**config.mk**
```make
export PLATFORM = sky130hd
export DESIGN_NAME = led_rate_mon
export DESIGN_NICKNAME = d
export VERILOG_FILES = /design/src/rtl/led_rate_mon.sv
export SDC_FILE = /design/constraint.sdc
export NUM_CORES = 1
export LEC_CHECK = 0
export ABC_AREA = 1
export CAP_MARGIN = 5
export CORE_MARGIN = 3
export CORE_UTILIZATION = 57
export DETAILED_ROUTE_END_ITERATION = 8
export HOLD_SLACK_MARGIN = 0.12
export PLACE_DENSITY = 0.84
export REMOVE_ABC_BUFFERS = 1
export SETUP_SLACK_MARGIN = 0.5
export SLEW_MARGIN = 20
export SYNTH_ARGS = -nofsm -noshare
export SYNTH_HDL_FRONTEND = slang
export SYNTH_SLANG_ARGS = --single-unit
export TNS_END_PERCENT = 1
```
**constraint.sdc**
```tcl
create_clock -name clk100 -period 2.7 [get_ports clk100]
set_input_delay 0.675 -clock clk100 [delete_from_list [all_inputs] [get_ports clk100]]
set_output_delay 0.675 -clock clk100 [all_outputs]
set_load 0.03 [all_outputs]
```
**src/rtl/led_rate_mon.sv**
```systemverilog
// Blink-rate monitor: measures the half-period of an asynchronous LED line and recovers the divider.
// Optional glitch filter after the synchroniser is enabled with LED_RATE_MON_FILTER_EN.
module led_rate_mon #(
  parameter logic [27:0] CNT_1S   = 28'h5F5E100,
  parameter logic [27:0] TIMEOUT  = 28'hBEBC200,
  parameter int          FILT_LEN = 4
) (
  input  logic        clk100,
  input  logic        rst_n,
  input  logic        led_i,
  output logic [27:0] period_o,
  output logic [4:0]  div_o,
  output logic        valid_o,
  output logic        stall_o,
  output logic        ovr_o
);

  typedef enum logic [1:0] {IDLE, MEAS, DIV} state_t;

  state_t      state, state_nx;
  logic        sync1, sync2, lvl;
  logic        edge_acc;
  logic [27:0] cnt;
  logic [27:0] rem, quo, dvs;
  logic [4:0]  bit_cnt;
  logic        to_idle;
  logic [28:0] shifted, diff;
  logic        ge, div_done, sat, tmo;
  logic [27:0] quo_nx;

`ifdef LED_RATE_MON_FILTER_EN
  localparam int FW = $clog2(FILT_LEN + 1);
  logic [FW-1:0] fcnt;

  // A new level is taken only once it has differed from the accepted level long enough.
  assign edge_acc = (sync2 != lvl) && (fcnt == FW'(FILT_LEN));

  always_ff @(posedge clk100 or negedge rst_n) begin
    if (!rst_n) begin
      sync1 <= 1'b0;
      sync2 <= 1'b0;
      lvl   <= 1'b0;
      fcnt  <= '0;
    end else begin
      sync1 <= led_i;
      sync2 <= sync1;
      if (sync2 == lvl) begin
        fcnt <= '0;
      end else if (edge_acc) begin
        lvl  <= sync2;
        fcnt <= '0;
      end else begin
        fcnt <= fcnt + 1'b1;
      end
    end
  end
`else
  logic unused_filt;
  assign unused_filt = |FILT_LEN;
  assign edge_acc    = (sync2 != lvl);

  always_ff @(posedge clk100 or negedge rst_n) begin
    if (!rst_n) begin
      sync1 <= 1'b0;
      sync2 <= 1'b0;
      lvl   <= 1'b0;
    end else begin
      sync1 <= led_i;
      sync2 <= sync1;
      lvl   <= sync2;
    end
  end
`endif

  always_ff @(posedge clk100 or negedge rst_n) begin
    if (!rst_n) begin
      cnt <= '0;
    end else if (edge_acc) begin
      cnt <= '0;
    end else if (cnt != 28'hFFFFFFF) begin
      cnt <= cnt + 28'd1;
    end
  end

  // Restoring divide step; the borrow bit of the trial subtraction is the inverted quotient bit.
  assign shifted  = {rem, quo[27]};
  assign diff     = shifted - {1'b0, dvs};
  assign ge       = ~diff[28];
  assign quo_nx   = {quo[26:0], ge};
  assign div_done = (state == DIV) && (bit_cnt == 5'd27);
  assign sat      = (quo_nx[27:5] != 23'd0) || (dvs == 28'd0);
  assign tmo      = (cnt == TIMEOUT) && !edge_acc;

  always_ff @(posedge clk100 or negedge rst_n) begin
    if (!rst_n) state <= IDLE;
    else        state <= state_nx;
  end

  always_comb begin
    state_nx = state;
    case (state)
      IDLE: if (edge_acc) state_nx = MEAS;
      MEAS: begin
        if (edge_acc) state_nx = DIV;
        else if (tmo) state_nx = IDLE;
      end
      DIV:  if (div_done) state_nx = (to_idle || tmo) ? IDLE : MEAS;
      default: state_nx = IDLE;
    endcase
  end

  always_ff @(posedge clk100 or negedge rst_n) begin
    if (!rst_n) begin
      period_o <= '0;
      div_o    <= '0;
      valid_o  <= 1'b0;
      stall_o  <= 1'b0;
      ovr_o    <= 1'b0;
      rem      <= '0;
      quo      <= '0;
      dvs      <= '0;
      bit_cnt  <= '0;
      to_idle  <= 1'b0;
    end else begin
      valid_o <= 1'b0;
      case (state)
        IDLE: if (edge_acc) stall_o <= 1'b0;
        MEAS: begin
          if (edge_acc) begin
            period_o <= cnt + 28'd1;
            dvs      <= cnt;
            rem      <= '0;
            quo      <= CNT_1S;
            bit_cnt  <= '0;
            to_idle  <= 1'b0;
          end else if (tmo) begin
            stall_o <= 1'b1;
          end
        end
        DIV: begin
          rem     <= ge ? diff[27:0] : shifted[27:0];
          quo     <= quo_nx;
          bit_cnt <= bit_cnt + 5'd1;
          if (edge_acc) begin
            ovr_o <= 1'b1;
          end else if (tmo) begin
            stall_o <= 1'b1;
            to_idle <= 1'b1;
          end
          if (div_done) begin
            div_o   <= sat ? 5'd31 : quo_nx[4:0];
            valid_o <= 1'b1;
          end
        end
        default: ;
      endcase
    end
  end

endmodule
```
; ---- Word level (Yosys, flattened, before mapping)
; Cells that the tools add are included.
[word_totals]
regBits = 159
rom_bits = 0
mem_count = 0
ram_bits = 0
latch_bits = 0
inputBits = 3
[op_classes]
shifts = 0
order_cmp = 0
add_sub_neg = 3
reduce_logical = 19
n_eq_ne = 14
muxes = 23
div_mod_pow = 0
n_bitwise = 1
multipliers = 0
[ops]
columns = cell, n
row1 = 2-to-1 mux 28 bit, 5
row2 = case mux 28 bit (2 select lines), 2
row3 = subtractor 29 x 28 -> 29 bit, 1
row4 = adder 28 x 1 -> 28 bit (second input constant), 1
row5 = == test 28 bit (second input constant), 1
row6 = zero test 28 bit, 1
row7 = inequality test 28 bit (second input constant), 1
row8 = nonzero test 23 bit, 1
row9 = inequality test 2 bit (second input constant), 6
row10 = 2-to-1 mux 5 bit, 2
row11 = case mux 5 bit (2 select lines), 1
row12 = 2-to-1 mux 2 bit, 4
row13 = AND reduction 2 bit, 4
row14 = AND reduction 4 bit, 2
row15 = 2-to-1 mux 1 bit, 6
row16 = case mux 2 bit (3 select lines), 1
row17 = nonzero test 2 bit, 3
row18 = adder 5 x 1 -> 5 bit (second input constant), 1
row19 = == test 5 bit (second input constant), 1
row20 = case mux 1 bit (2 select lines), 2
row21 = inequality test 3 bit (second input constant), 1
row22 = AND reduction 3 bit, 1
row23 = == test 2 x 1 -> 1 bit (second input constant), 1
row24 = == test 2 bit (second input constant), 1
row25 = 8 further kinds, 10

; ---- Logic depth before layout (Yosys ltp)
; Gate-level depths: netlist (run 1).
[logic_depth]
word_depth = 7
ltp_mapped = 17
mapped_depth_nobuf = 16

; ---- Worst setup path before layout (run 1)
; No wires, ideal clock.
[synth_path]
kind = reg2reg
start = register quo[27]
end = register rem[10]
t_arrival_ps = 2053
stages_incl_launch_ff = 18
path_slack_ps = 530
setup_ps = 118
period_less_slack_ps = 2170
path_buffers = 1
path_cell_list = dfrtp_1 > inv_1 > ha_1 > fa_1 > inv_1 > nand2_1 > nand2_1 > and2_4 > nand2_2 > nand3_2 > nand2_4 > nand2_4 > nand2_8 > nand2_8 > buf_12 > nand2_2 > nand3_1 > nand2_1
[synth_via]
elab_chain_len = 3
[synth_lines]
columns = item, line_no
row1 = "start, declared", 24  ; logic [27:0] rem, quo, dvs;
row2 = "start signal, assigned", 142  ; quo <= quo_nx;
row3 = subtractor 29 x 28 -> 29 bit, 87  ; assign diff = shifted - {1'b0, dvs};
row4 = 2-to-1 mux 28 bit, 141  ; rem <= ge ? diff[27:0] : shifted[27:0];
row5 = case mux 28 bit (2 select lines), 126  ; case (state)
row6 = "end signal, assigned", 141
row7 = "end, declared", 24
; No other way between the ends.
; A chain may end at the register's enable or synchronous reset.

; ---- Final worst setup path (run 1)
[layout_path]
start = register dvs[0]
end = register rem[16]
[layout_via]
elab_chain_len = 3
[layout_lines]
columns = item, line_no
row1 = "start, declared", 24
row2 = "start signal, assigned", 131  ; dvs <= cnt;
row3 = subtractor 29 x 28 -> 29 bit, 87
row4 = 2-to-1 mux 28 bit, 141
row5 = case mux 28 bit (2 select lines), 126
; No other way between the ends.

==> out/metrics.csv, run 1 <==
stage,metric,value,unit
run_status,status,completed,
final_layout,final instance area,0.0117,mm^2
floorplanning,row count,47,
worst_setup_path,Worst setup EP type,flop,
drt,DR vias/cell,5.68,
placement,I/O Buffers,38,
pwr,Pwr Density,1080,mW/mm^2
final_layout,nets@finish,1485,
sta,Setup Viol. Count Final,0,
worst_setup_path,RR Startpoint,dvs[0]$_DFFE_PN0P_,
drt,DRT Pass-1 Iters,6,
global_route,all-layer global routing usage,0.295,
sta,final period utilization,0.867,
sta,Max-slew headroom,0.578,
floorplanning,Initial Util,0.585,
drt,routed wire length on met2,13.2,mm
worst_setup_path,CP Launch Point,dvs[0]$_DFFE_PN0P_,
drt,highest routed layer,met4,
logic_synthesis,synthesized instance count,1380,
final_layout,"commonest non-fill, non-tap cell in the layout",nand2_1,
worst_setup_path,Crit path required time,3020,ps
drt,ANT nets after route,0,
sta,Final Max Tran Viols,0,
final_layout,area grow syn2layout,19.7,%
worst_setup_path,Worst setup SP type,flop,
global_route,first-pass GRT wire length,43.5,mm
clock_tree,# clock sinks,159,
pwr,sw frac,0.485,
pwr,maximum VDD drop,0.000559,V
sta,unrepaired setup endpoints after global routing,yes,
logic_synthesis,dominant synthesized flop cell,dfrtp_1,
worst_setup_path,cell count of the worst reg-to-reg path,14,
clock_tree,CTS Buffer Depth,2,
global_route,initial antenna violation count,0,
pwr,Pleak,6.10,nW
floorplanning,die width,137,um
logic_synthesis,Yosys cell types,45,
drt,total number of vias,9532,
global_route,vias in the first global route,8859,
logic_synthesis,Synth area leader,dfrtp_1,
worst_setup_path,worst-path maximum fanout,9,
clock_tree,Skew-Pair Late Insertion Delay,430,ps
global_route,largest net degree at the start of global routing,80,
logic_synthesis,post-synthesis sequential area ratio,0.407,
logic_synthesis,"EDFF count, synth",0,
placement,Setup WS pre-CTS,284,ps
logic_synthesis,Syn. warnings,0,
drt,wl on met1,11.6,mm
sta,worst-case clock skew,11.9,ps
worst_setup_path,slowest cell on the critical path,dfrtp_1,
min_path,Worst Min Path Start,sync1$_DFF_PN0_,
min_path,Hold Crit Depth,0,
sta,final worst slack,358,ps
worst_setup_path,crit-path cells,"ha_4, fa_2, inv_2, nand2_1, nand2_1, and2_4, nand2_4, nand3_4, nand2_8, buf_4, nand3_4, nand3_1, nand3_1, nand2_1",
floorplanning,Core ar.,0.0167,mm^2
worst_setup_path,register-to-register setup slack,360,ps
drt,Wirelength per Cell,17.0,um
clock_tree,clk slew on worst S/H paths,70,ps
worst_setup_path,WP buf/inv,2,
floorplanning,die footprint,0.0187,mm^2
sta,worst hold margin,360,ps
pwr,Combinational Power Share,0.573,
pwr,total power,12.7,mW
clock_tree,Clk Tree Root Cell,clkbuf_16,
sta,Max Fclk,427,MHz
drt,WL met3,2.05,mm
clock_tree,CTS Buf Count,17,
global_route,grt ovf,0,
worst_setup_path,"most used cell, CP",nand2_1,
logic_synthesis,mean post-synth cell area,7.08,um^2
logic_synthesis,"FF+latch count, synth",159,
pwr,Sw Pwr,6.13,mW
placement,gp weighted congestion,1.02,
drt,DRC violations left,0,
min_path,Hold/Removal Path Class,flop to flop,
placement,post-detail-place hpwl,18.3,mm
worst_setup_path,Crit path max-delay family,simple AND/OR/NAND/NOR gates,
placement,Inst Count DP,1615,
logic_synthesis,post-synth top area share,0.407,
logic_synthesis,ys async rst share,1.00,
drt,total routed wirelength,28.6,mm
logic_synthesis,Syn Std Cell Area,0.00977,mm^2
sta,actual slew at the worst max-slew pin,634,ps
floorplanning,io pins,39,
drt,Detailed Route Iter0 Violations,1012,
min_path,worst hold endpoint,sync2$_DFF_PN0_,
final_layout,number of diodes,0,
worst_setup_path,Arrival @ worst endpoint,2660,ps
final_layout,"non-filler cells, final",1679,
clock_tree,H-tree lvl count,4,
sta,Tmin final,2340,ps
floorplanning,chip height,137,um
pwr,Int Power,6.52,mW
pwr,sequential share of power,0.238,
sta,Final Hold Viols,0,
final_layout,ratio of cells with drive above 1 in the final layout,0.140,
pwr,Clk pwr share,0.190,
final_layout,post-layout util,0.700,
flow_run,MaxCap Viol Count,0,
final_layout,filler instances,1247,
clock_tree,CTS tree,built,
worst_setup_path,reg-to-reg endpoint,rem[16]$_DFFE_PN0P_,
final_layout,"commonest cells after routing, fill and taps aside","nand2_1, inv_1, dfrtp_1, nand3_1, o21ai_0",
logic_synthesis,largest cells by area after synthesis,"dfrtp_1, nand2_1, inv_1, nand3_1, ha_1",
worst_setup_path,CP max stage delay,410,ps
worst_setup_path,worst setup path category,flop to flop,
sta,setup tns final,0,ps
placement,"Cell Area, Placed",0.0104,mm^2
==> routing by layer <==
layer / vias up / track usage
met5: - / 0
met4: 0 / 0.159
met3: 146 / 0.0463
met2: 504 / 0.466
met1: 4421 / 0.392
li1: 4461 / -
==> cell families after synthesis <==
logic type               count (synthesis)  synth area share
XOR/XNOR                                23            0.0206
flip-flops                             159             0.407
adder cells (fa/ha/maj)                 36            0.0469
AO/OA/AOI/OAI                          130            0.0716
AND/OR/NAND/NOR                        747             0.340
buffers and inverters                  285             0.113
==> cell usage after synthesis (all sizes together), types with 8 or more instances <==
library cell,n
o21ai,89
dfrtp,159
buf,8
clkbuf,27
xor2,13
nand4,32
nand3,123
or2,9
nand2,482
inv,250
xnor2,10
a21oi,18
ha,35
o22ai,14
nor3,18
nor2,70
==> state kept, by name (all words and copies together), names as in the netlist, 2 cells and up <==
| register | cells |
|---|---|
| bit_cnt | 5 |
| dvs | 28 |
| div_o | 5 |
| rem | 28 |
| quo | 28 |
| state | 2 |
| period_o | 28 |
| cnt | 28 |
==> worst max-delay path by stage <==
stage,end,slack [ps],cells after the start
global route,rem[4]$_DFFE_PN0P_,260,15
CTS,rem[1]$_DFFE_PN0P_,450,15
global placement,rem[19]$_DFFE_PN0P_,360,15
detailed placement,rem[23]$_DFFE_PN0P_,280,15
floorplan,bit_cnt[3]$_DFFE_PN0P_,-3060,8
finish,rem[16]$_DFFE_PN0P_,360,14
==> worst register-to-register path, delay by kind of cell (launching register included) <==
kind / cells / cell delay [ps]
flops: 1 / 410
simple gates: 10 / 1070
buf+inv: 2 / 230
fa+ha+maj: 2 / 530
==> what timing repair did <==
action                     4_1_cts  5_1_grt
resized for setup               29       60
setup endpoints to repair       31       45
setup buffers                   14       10
hold buffers                     1        0
hold endpoints to repair        10        0
pin swaps                        8       14
cloned                           6        1
==> final cells by class <==
| cell class | count | area (um^2) | share of cell area |
|---|---|---|---|
| Inverter | 250 | 948 | 0.0811 |
| Multi-Input combinational cell | 943 | 5190 | 0.444 |
| Tap cell | 220 | 275 | 0.0235 |
| Sequential cell | 159 | 3980 | 0.341 |
| Timing Repair Buffer | 75 | 703 | 0.0602 |
| Clock inverter | 14 | 146 | 0.0125 |
| Clock buffer | 18 | 439 | 0.0376 |
==> power by group through the flow <==
stage               Clock (mW)  Sequential, mW  Combinational, mW
floorplan                    0            2.97               4.29
global placement             0            2.96               5.58
detailed placement           0            2.98               5.70
CTS                       2.41            2.96               6.41
global route              2.52            3.04               7.89
finish                    2.40            3.01               7.24
No activity file was read; power rests on OpenSTA's default activity.
==> inputs of run 2 (changes only) <==
--- a/config.mk
+++ b/config.mk
@@ -9,7 +9,9 @@
 export CAP_MARGIN = 5
 export CORE_MARGIN = 3
 export CORE_UTILIZATION = 57
+export CTS_CLUSTER_SIZE = 10
 export DETAILED_ROUTE_END_ITERATION = 8
+export GPL_TIMING_DRIVEN = 0
 export HOLD_SLACK_MARGIN = 0.12
 export PLACE_DENSITY = 0.84
 export REMOVE_ABC_BUFFERS = 1
==> run 2 against run 1 <==
Compared with the run above:
- design area up 0.77%
- largest cell class unchanged
- largest power group unchanged
- power increased by 0.77%
- fmax decreased by 2.0%
- highest routed layer unchanged
- critical endpoint is now rem[15]$_DFFE_PN0P_
- wire length is 2.1% lower
- register-to-register slack got worse by 50 ps
==> out/metrics.csv, run 2 (same netlist as run 1, synthesis figures left out) <==
stage,metric,value,unit,change
floorplanning,die width,137,um,unchanged
pwr,maximum VDD drop,0.000714,V,was 0.000559 V
worst_setup_path,Worst setup SP type,flop,,unchanged
pwr,total power,12.7,mW,about the same
run_status,status,completed,,unchanged
drt,DRC violations left,0,,unchanged
placement,post-detail-place hpwl,17.4,mm,was 18.3 mm
final_layout,"commonest non-fill, non-tap cell in the layout",nand2_1,,unchanged
clock_tree,CTS Buffer Depth,2,,unchanged
sta,Final Max Tran Viols,0,,unchanged
drt,total routed wirelength,28.0,mm,was 28.6 mm
sta,Max-slew headroom,0.559,,was 0.578
floorplanning,Initial Util,0.585,,unchanged
sta,Final Hold Viols,0,,unchanged
global_route,initial antenna violation count,0,,unchanged
clock_tree,CTS Buf Count,17,,unchanged
clock_tree,# clock sinks,159,,unchanged
global_route,vias in the first global route,9102,,was 8859
clock_tree,Clk Tree Root Cell,clkbuf_16,,unchanged
global_route,grt ovf,0,,unchanged
clock_tree,Skew-Pair Late Insertion Delay,440,ps,was 430 ps
sta,worst-case clock skew,18.7,ps,was 11.9 ps
final_layout,nets@finish,1480,,was 1485
worst_setup_path,Arrival @ worst endpoint,2700,ps,was 2660 ps
final_layout,"commonest cells after routing, fill and taps aside","nand2_1, inv_1, dfrtp_1, nand3_1, o21ai_0",,unchanged
clock_tree,cts hold-fix bufs,0,,was 1
floorplanning,die footprint,0.0187,mm^2,unchanged
sta,Setup Viol. Count Final,0,,unchanged
worst_setup_path,Crit path max-delay family,simple AND/OR/NAND/NOR gates,,unchanged
pwr,Pleak,6.12,nW,was 6.10 nW
drt,DR vias/cell,5.64,,was 5.68
worst_setup_path,worst-path maximum fanout,8,,was 9
drt,total number of vias,9445,,was 9532
global_route,all-layer global routing usage,0.300,,was 0.295
clock_tree,clk slew on worst S/H paths,80,ps,was 70 ps
placement,Setup WS pre-CTS,-893,ps,was 284 ps
clock_tree,H-tree lvl count,4,,unchanged
worst_setup_path,worst setup path category,flop to flop,,unchanged
floorplanning,io pins,39,,unchanged
clock_tree,CTS tree,built,,unchanged
final_layout,area grow syn2layout,20.6,%,was 19.7%
min_path,Hold/Removal Path Class,input pin to async pin,,was flop to flop
floorplanning,row count,47,,unchanged
sta,Max Fclk,418,MHz,was 427 MHz
final_layout,ratio of cells with drive above 1 in the final layout,0.135,,was 0.140
sta,actual slew at the worst max-slew pin,660,ps,was 634 ps
sta,final period utilization,0.885,,was 0.867
final_layout,"non-filler cells, final",1674,,was 1679
flow_run,MaxCap Viol Count,0,,unchanged
sta,worst hold margin,112,ps,was 360 ps
drt,Wirelength per Cell,16.7,um,was 17.0 um
floorplanning,chip height,137,um,unchanged
worst_setup_path,register-to-register setup slack,310,ps,was 360 ps
worst_setup_path,Crit path required time,3010,ps,was 3020 ps
placement,gp weighted congestion,0.952,,was 1.02
sta,unrepaired setup endpoints after global routing,yes,,unchanged
placement,Inst Count DP,1607,,was 1615
drt,DRT Pass-1 Iters,6,,unchanged
worst_setup_path,slowest cell on the critical path,dfrtp_1,,unchanged
drt,ANT nets after route,0,,unchanged
global_route,largest net degree at the start of global routing,63,,was 80
pwr,Pwr Density,1080,mW/mm^2,about the same
drt,Detailed Route Iter0 Violations,966,,was 1012
worst_setup_path,crit-path cells,"inv_1, ha_4, nand2_1, inv_1, nand2_2, inv_1, nand2_1, nand3_4, nand2_8, nand3_4, buf_12, nand2_8, nand2_2, nand3_2, nand2_1",,"was ha_4, fa_2, inv_2, nand2_1, nand2_1, and2_4, nand2_4, nand3_4, nand2_8, buf_4, nand3_4, nand3_1, nand3_1, nand2_1"
sta,Tmin final,2390,ps,was 2340 ps
floorplanning,Core ar.,0.0167,mm^2,unchanged
final_layout,number of diodes,0,,unchanged
sta,final worst slack,309,ps,was 358 ps
worst_setup_path,Worst setup EP type,flop,,unchanged
worst_setup_path,CP max stage delay,370,ps,was 410 ps
global_route,first-pass GRT wire length,44.2,mm,was 43.5 mm
worst_setup_path,WP buf/inv,4,,was 2
placement,I/O Buffers,38,,unchanged
run 2: area by class of cell:
| cell class | count | area (um^2) |
|---|---|---|
| tap | 220 | 275 |
| clock buffer | 18 | 429 |
| inverter | 250 | 961 |
| multi-input combinational | 942 | 5220 |
| fill | 1288 | 4920 |
| sequential | 159 | 3980 |
| timing repair buffer | 71 | 779 |
| clock inverter | 14 | 135 |
run 2: worst paths after layout:
| path | from | endpoint | cells after the start |
|---|---|---|---|
| max | dvs[11]$_DFFE_PN0P_ | rem[15]$_DFFE_PN0P_ | 15 |
| min | rst_n | rem[8]$_DFFE_PN0P_ | 1 |
| max reg2reg | dvs[11]$_DFFE_PN0P_ | rem[15]$_DFFE_PN0P_ | 15 |
| min reg2reg | sync1$_DFF_PN0_ | sync2$_DFF_PN0_ | 0 |
| max in group asynchronous | rst_n | dvs[25]$_DFFE_PN0P_ | 3 |
| min in group clk100 | sync1$_DFF_PN0_ | sync2$_DFF_PN0_ | 0 |
run 2: stage by stage:
stage | util | TNS, ps | area, um^2
floorplan | - | -217150 | 9600
global route | 0.705 | 0 | 11800
finish | 0.705 | 0 | 11800
detailed placement | 0.622 | -32440 | 10400
global placement | 0.614 | -1314630 | 10300
CTS | 0.687 | 0 | 11500
run 2: layer usage:
metal,part of all wire,up-vias,GRT usage
li1,-,4462,-
met1,0.42,4423,0.395
met2,0.46,440,0.477
met3,0.062,120,0.0518
met4,0.057,0,0.157
met5,0,-,0
run 2: worst register-to-register path: stages (launching register included):
cell and delay, ps:
dfrtp_1 370, inv_1 200, ha_4 260, nand2_1 120, inv_1 80, nand2_2 100, inv_1 70, nand2_1 150
nand3_4 120, nand2_8 120, nand3_4 150, buf_12 190, nand2_8 130, nand2_2 80, nand3_2 70, nand2_1 70
run 2: timing repair:
item	4_1_cts	5_1_grt
gates cloned	6	0
resized for setup	48	51
setup buffers	25	4
endpoints found under the setup margin	144	67
pin swaps	18	14
run 2: where the power goes:
group | switching (mW) | internal, mW | leakage (nW)
clock network | 1.09 | 1.29 | 0.275
logic | 4.67 | 2.71 | 3.71
registers | 0.278 | 2.71 | 2.14
total | 6.04 | 6.71 | 6.12
==> inputs of run 3 (changes only) <==
--- a/config.mk
+++ b/config.mk
@@ -9,6 +9,7 @@
 export CAP_MARGIN = 5
 export CORE_MARGIN = 3
 export CORE_UTILIZATION = 57
+export CTS_BUF_LIST = sky130_fd_sc_hd__clkbuf_4 sky130_fd_sc_hd__clkbuf_8
 export CTS_CLUSTER_SIZE = 10
 export DETAILED_ROUTE_END_ITERATION = 8
 export GPL_TIMING_DRIVEN = 0
==> run 3 against run 2 <==
Compared with the run above:
- cell count shrank 0.18%
- die area is the same
- wire length down 4.4%
- power shrank 7.8%
- critical path depth is the same
- setup slack gained 20 ps
- flip-flop and latch count stayed put
- non-clock buffer count is 3 lower
- largest cell class unchanged
- design area is 2.9% lower
- count of clock-buffer cells in the layout unchanged
==> out/metrics.csv, run 3 (same netlist as run 1, synthesis figures left out) <==
stage,metric,value,unit,change
drt,highest routed layer,met4,,unchanged
min_path,Hold/Removal Path Class,flop to flop,,was input pin to async pin
final_layout,number of diodes,0,,unchanged
final_layout,FF+latch area,0.00398,mm^2,unchanged
worst_setup_path,Worst setup EP type,flop,,unchanged
worst_setup_path,slowest cell on the critical path,dfrtp_1,,unchanged
clock_tree,Clk Tree Root Cell,clkbuf_8,,was clkbuf_16
pwr,maximum VDD drop,0.000637,V,was 0.000714 V
global_route,largest net degree at the start of global routing,63,,unchanged
worst_setup_path,CP Launch Point,rem[0]$_DFFE_PN0P_,,was dvs[11]$_DFFE_PN0P_
floorplanning,row count,47,,unchanged
global_route,grt ovf,0,,unchanged
drt,total number of vias,9147,,was 9445
worst_setup_path,Arrival @ worst endpoint,2730,ps,was 2700 ps
clock_tree,# clock sinks,159,,unchanged
drt,WL met3,1.71,mm,was 1.73 mm
worst_setup_path,critical path depth,15,,unchanged
drt,Wirelength per Cell,16.0,um,was 16.7 um
final_layout,nets@finish,1477,,was 1480
worst_setup_path,Critical Path Sink,rem[16]$_DFFE_PN0P_,,was rem[15]$_DFFE_PN0P_
final_layout,filler instances,1362,,was 1288
sta,final worst slack,330,ps,was 309 ps
pwr,Pleak,6.00,nW,was 6.12 nW
sta,Setup Viol. Count Final,0,,unchanged
clock_tree,H-tree lvl count,4,,unchanged
sta,worst-case clock skew,25.6,ps,was 18.7 ps
final_layout,"commonest cells after routing, fill and taps aside","nand2_1, inv_1, dfrtp_1, nand3_1, o21ai_0",,unchanged
global_route,first-pass GRT wire length,42.5,mm,was 44.2 mm
drt,DRC violations left,0,,unchanged
worst_setup_path,reg-to-reg endpoint,rem[16]$_DFFE_PN0P_,,was rem[15]$_DFFE_PN0P_
floorplanning,die width,137,um,unchanged
global_route,vias in the first global route,8668,,was 9102
floorplanning,die footprint,0.0187,mm^2,unchanged
final_layout,final instance area,0.0114,mm^2,was 0.0118 mm^2
worst_setup_path,Crit path required time,3060,ps,was 3010 ps
worst_setup_path,worst setup path category,flop to flop,,unchanged
worst_setup_path,crit-path cells,"inv_1, fa_2, inv_2, nand2_2, nand2_2, and2_4, nand2_4, nand3_4, nand2_8, nand2_8, nand2_8, nand2_8, nand2_2, nand3_1, nand2_1",,"was inv_1, ha_4, nand2_1, inv_1, nand2_2, inv_1, nand2_1, nand3_4, nand2_8, nand3_4, buf_12, nand2_8, nand2_2, nand3_2, nand2_1"
clock_tree,CTS Buffer Depth,2,,unchanged
floorplanning,chip height,137,um,unchanged
sta,Max-slew headroom,0.587,,was 0.559
placement,"Cell Area, Placed",0.0104,mm^2,unchanged
sta,unrepaired setup endpoints after global routing,yes,,unchanged
final_layout,area grow syn2layout,17.1,%,was 20.6%
placement,gp weighted congestion,0.952,,unchanged
run_status,status,completed,,unchanged
floorplanning,io pins,39,,unchanged
worst_setup_path,register-to-register setup slack,330,ps,was 310 ps
worst_setup_path,RR Startpoint,rem[0]$_DFFE_PN0P_,,was dvs[11]$_DFFE_PN0P_
placement,Setup WS pre-CTS,-893,ps,unchanged
sta,Tmin final,2370,ps,was 2390 ps
drt,wl on met1,11.6,mm,was 11.8 mm
final_layout,ratio of cells with drive above 1 in the final layout,0.126,,was 0.135
global_route,all-layer global routing usage,0.288,,was 0.300
sta,Final Hold Viols,0,,unchanged
pwr,Pwr Density,1030,mW/mm^2,was 1080 mW/mm^2
clock_tree,CTS tree,built,,unchanged
drt,DR vias/cell,5.47,,was 5.64
floorplanning,Core ar.,0.0167,mm^2,unchanged
worst_setup_path,Worst setup SP type,flop,,unchanged
final_layout,multi-input logic area,0.00511,mm^2,was 0.00522 mm^2
placement,post-detail-place hpwl,17.4,mm,unchanged
floorplanning,Initial Util,0.585,,unchanged
worst_setup_path,WP buf/inv,2,,was 4
drt,routed wire length on met2,12.3,mm,was 12.8 mm
drt,Detailed Route Iter0 Violations,813,,was 966
worst_setup_path,"most used cell, CP",nand2_8,,
clock_tree,CTS Buf Count,17,,unchanged
worst_setup_path,cell count of the worst reg-to-reg path,15,,unchanged
drt,ANT nets after route,0,,unchanged
sta,final period utilization,0.878,,was 0.885
drt,DRT Pass-1 Iters,6,,unchanged
final_layout,"commonest non-fill, non-tap cell in the layout",nand2_1,,unchanged
clock_tree,clk slew on worst S/H paths,110,ps,was 80 ps
placement,I/O Buffers,38,,unchanged
clock_tree,Skew-Pair Late Insertion Delay,480,ps,was 440 ps
sta,Final Max Tran Viols,0,,unchanged
sta,actual slew at the worst max-slew pin,619,ps,was 660 ps
worst_setup_path,worst-path maximum fanout,8,,unchanged
flow_run,MaxCap Viol Count,0,,unchanged
worst_setup_path,CP max stage delay,450,ps,was 370 ps
drt,total routed wirelength,26.8,mm,was 28.0 mm
worst_setup_path,Crit path max-delay family,simple AND/OR/NAND/NOR gates,,unchanged
sta,Max Fclk,422,MHz,was 418 MHz
global_route,initial antenna violation count,0,,unchanged
run 3: changes by cell type in the layout (fill, tap and decap cells not counted), moves of 2 or more:
cell	previous run	this run
buf_6	3	1
clkbuf_16	17	0
clkbuf_8	0	17
ha_1	15	18
ha_4	18	14
inv_1	223	226
inv_2	22	19
nand2_8	9	6
nand3_1	103	106
nand3_2	16	13
run 3: routing by layer:
metal / up-vias / global-route usage
met1: 4239 / 0.392
met2: 361 / 0.458
li1: 4444 / -
met3: 103 / 0.0474
met4: 0 / 0.120
met5: - / 0
run 3: power breakdown:
part	total [mW]	switching [mW]	internal, mW
registers	2.97	0.265	2.71
logic	7.02	4.44	2.59
clock network	1.75	0.990	0.758
run 3: layout make-up:
class,count,area share
inverter,250,0.0840
clock inverter,14,0.0118
tap,220,0.0241
clock buffer,18,0.0211
sequential,159,0.348
timing repair buffer,68,0.0646
multi-input combinational,942,0.446
run 3: how the worst min path moves through the flow:
stage               startpoint               to  slack (ps)  cells after the start
5_1_grt        sync1$_DFF_PN0_  sync2$_DFF_PN0_         380                      0
3_3_place_gp   sync1$_DFF_PN0_  sync2$_DFF_PN0_         340                      0
6_report       sync1$_DFF_PN0_  sync2$_DFF_PN0_         360                      0
4_1_cts        sync1$_DFF_PN0_  sync2$_DFF_PN0_         360                      0
2_1_floorplan  sync1$_DFF_PN0_  sync2$_DFF_PN0_         330                      0
3_5_place_dp   sync1$_DFF_PN0_  sync2$_DFF_PN0_         340                      0
run 3: stage by stage:
step | utilization | hold WS (ps) | std cells | total power, mW | TNS [ps]
2_1_floorplan | - | 331 | 1345 | 7.25 | -217150
3_3_place_gp | 0.614 | 336 | 1603 | 8.40 | -1314630
3_5_place_dp | 0.622 | 341 | 1607 | 8.63 | -32440
4_1_cts | 0.668 | 363 | 1663 | 11.1 | 0
5_1_grt | 0.685 | 377 | 1671 | 12.7 | 0
6_report | 0.685 | 360 | 1671 | 11.7 | 0
run 3: timing repair:
action | 4_1_cts | 5_1_grt
gates cloned | 5 | 1
hold buffers | 1 | 0
hold endpoints to repair | 44 | 0
resized for setup | 34 | 44
pin swaps | 9 | 15
setup buffers | 18 | 7
endpoints found under the setup margin | 149 | 101
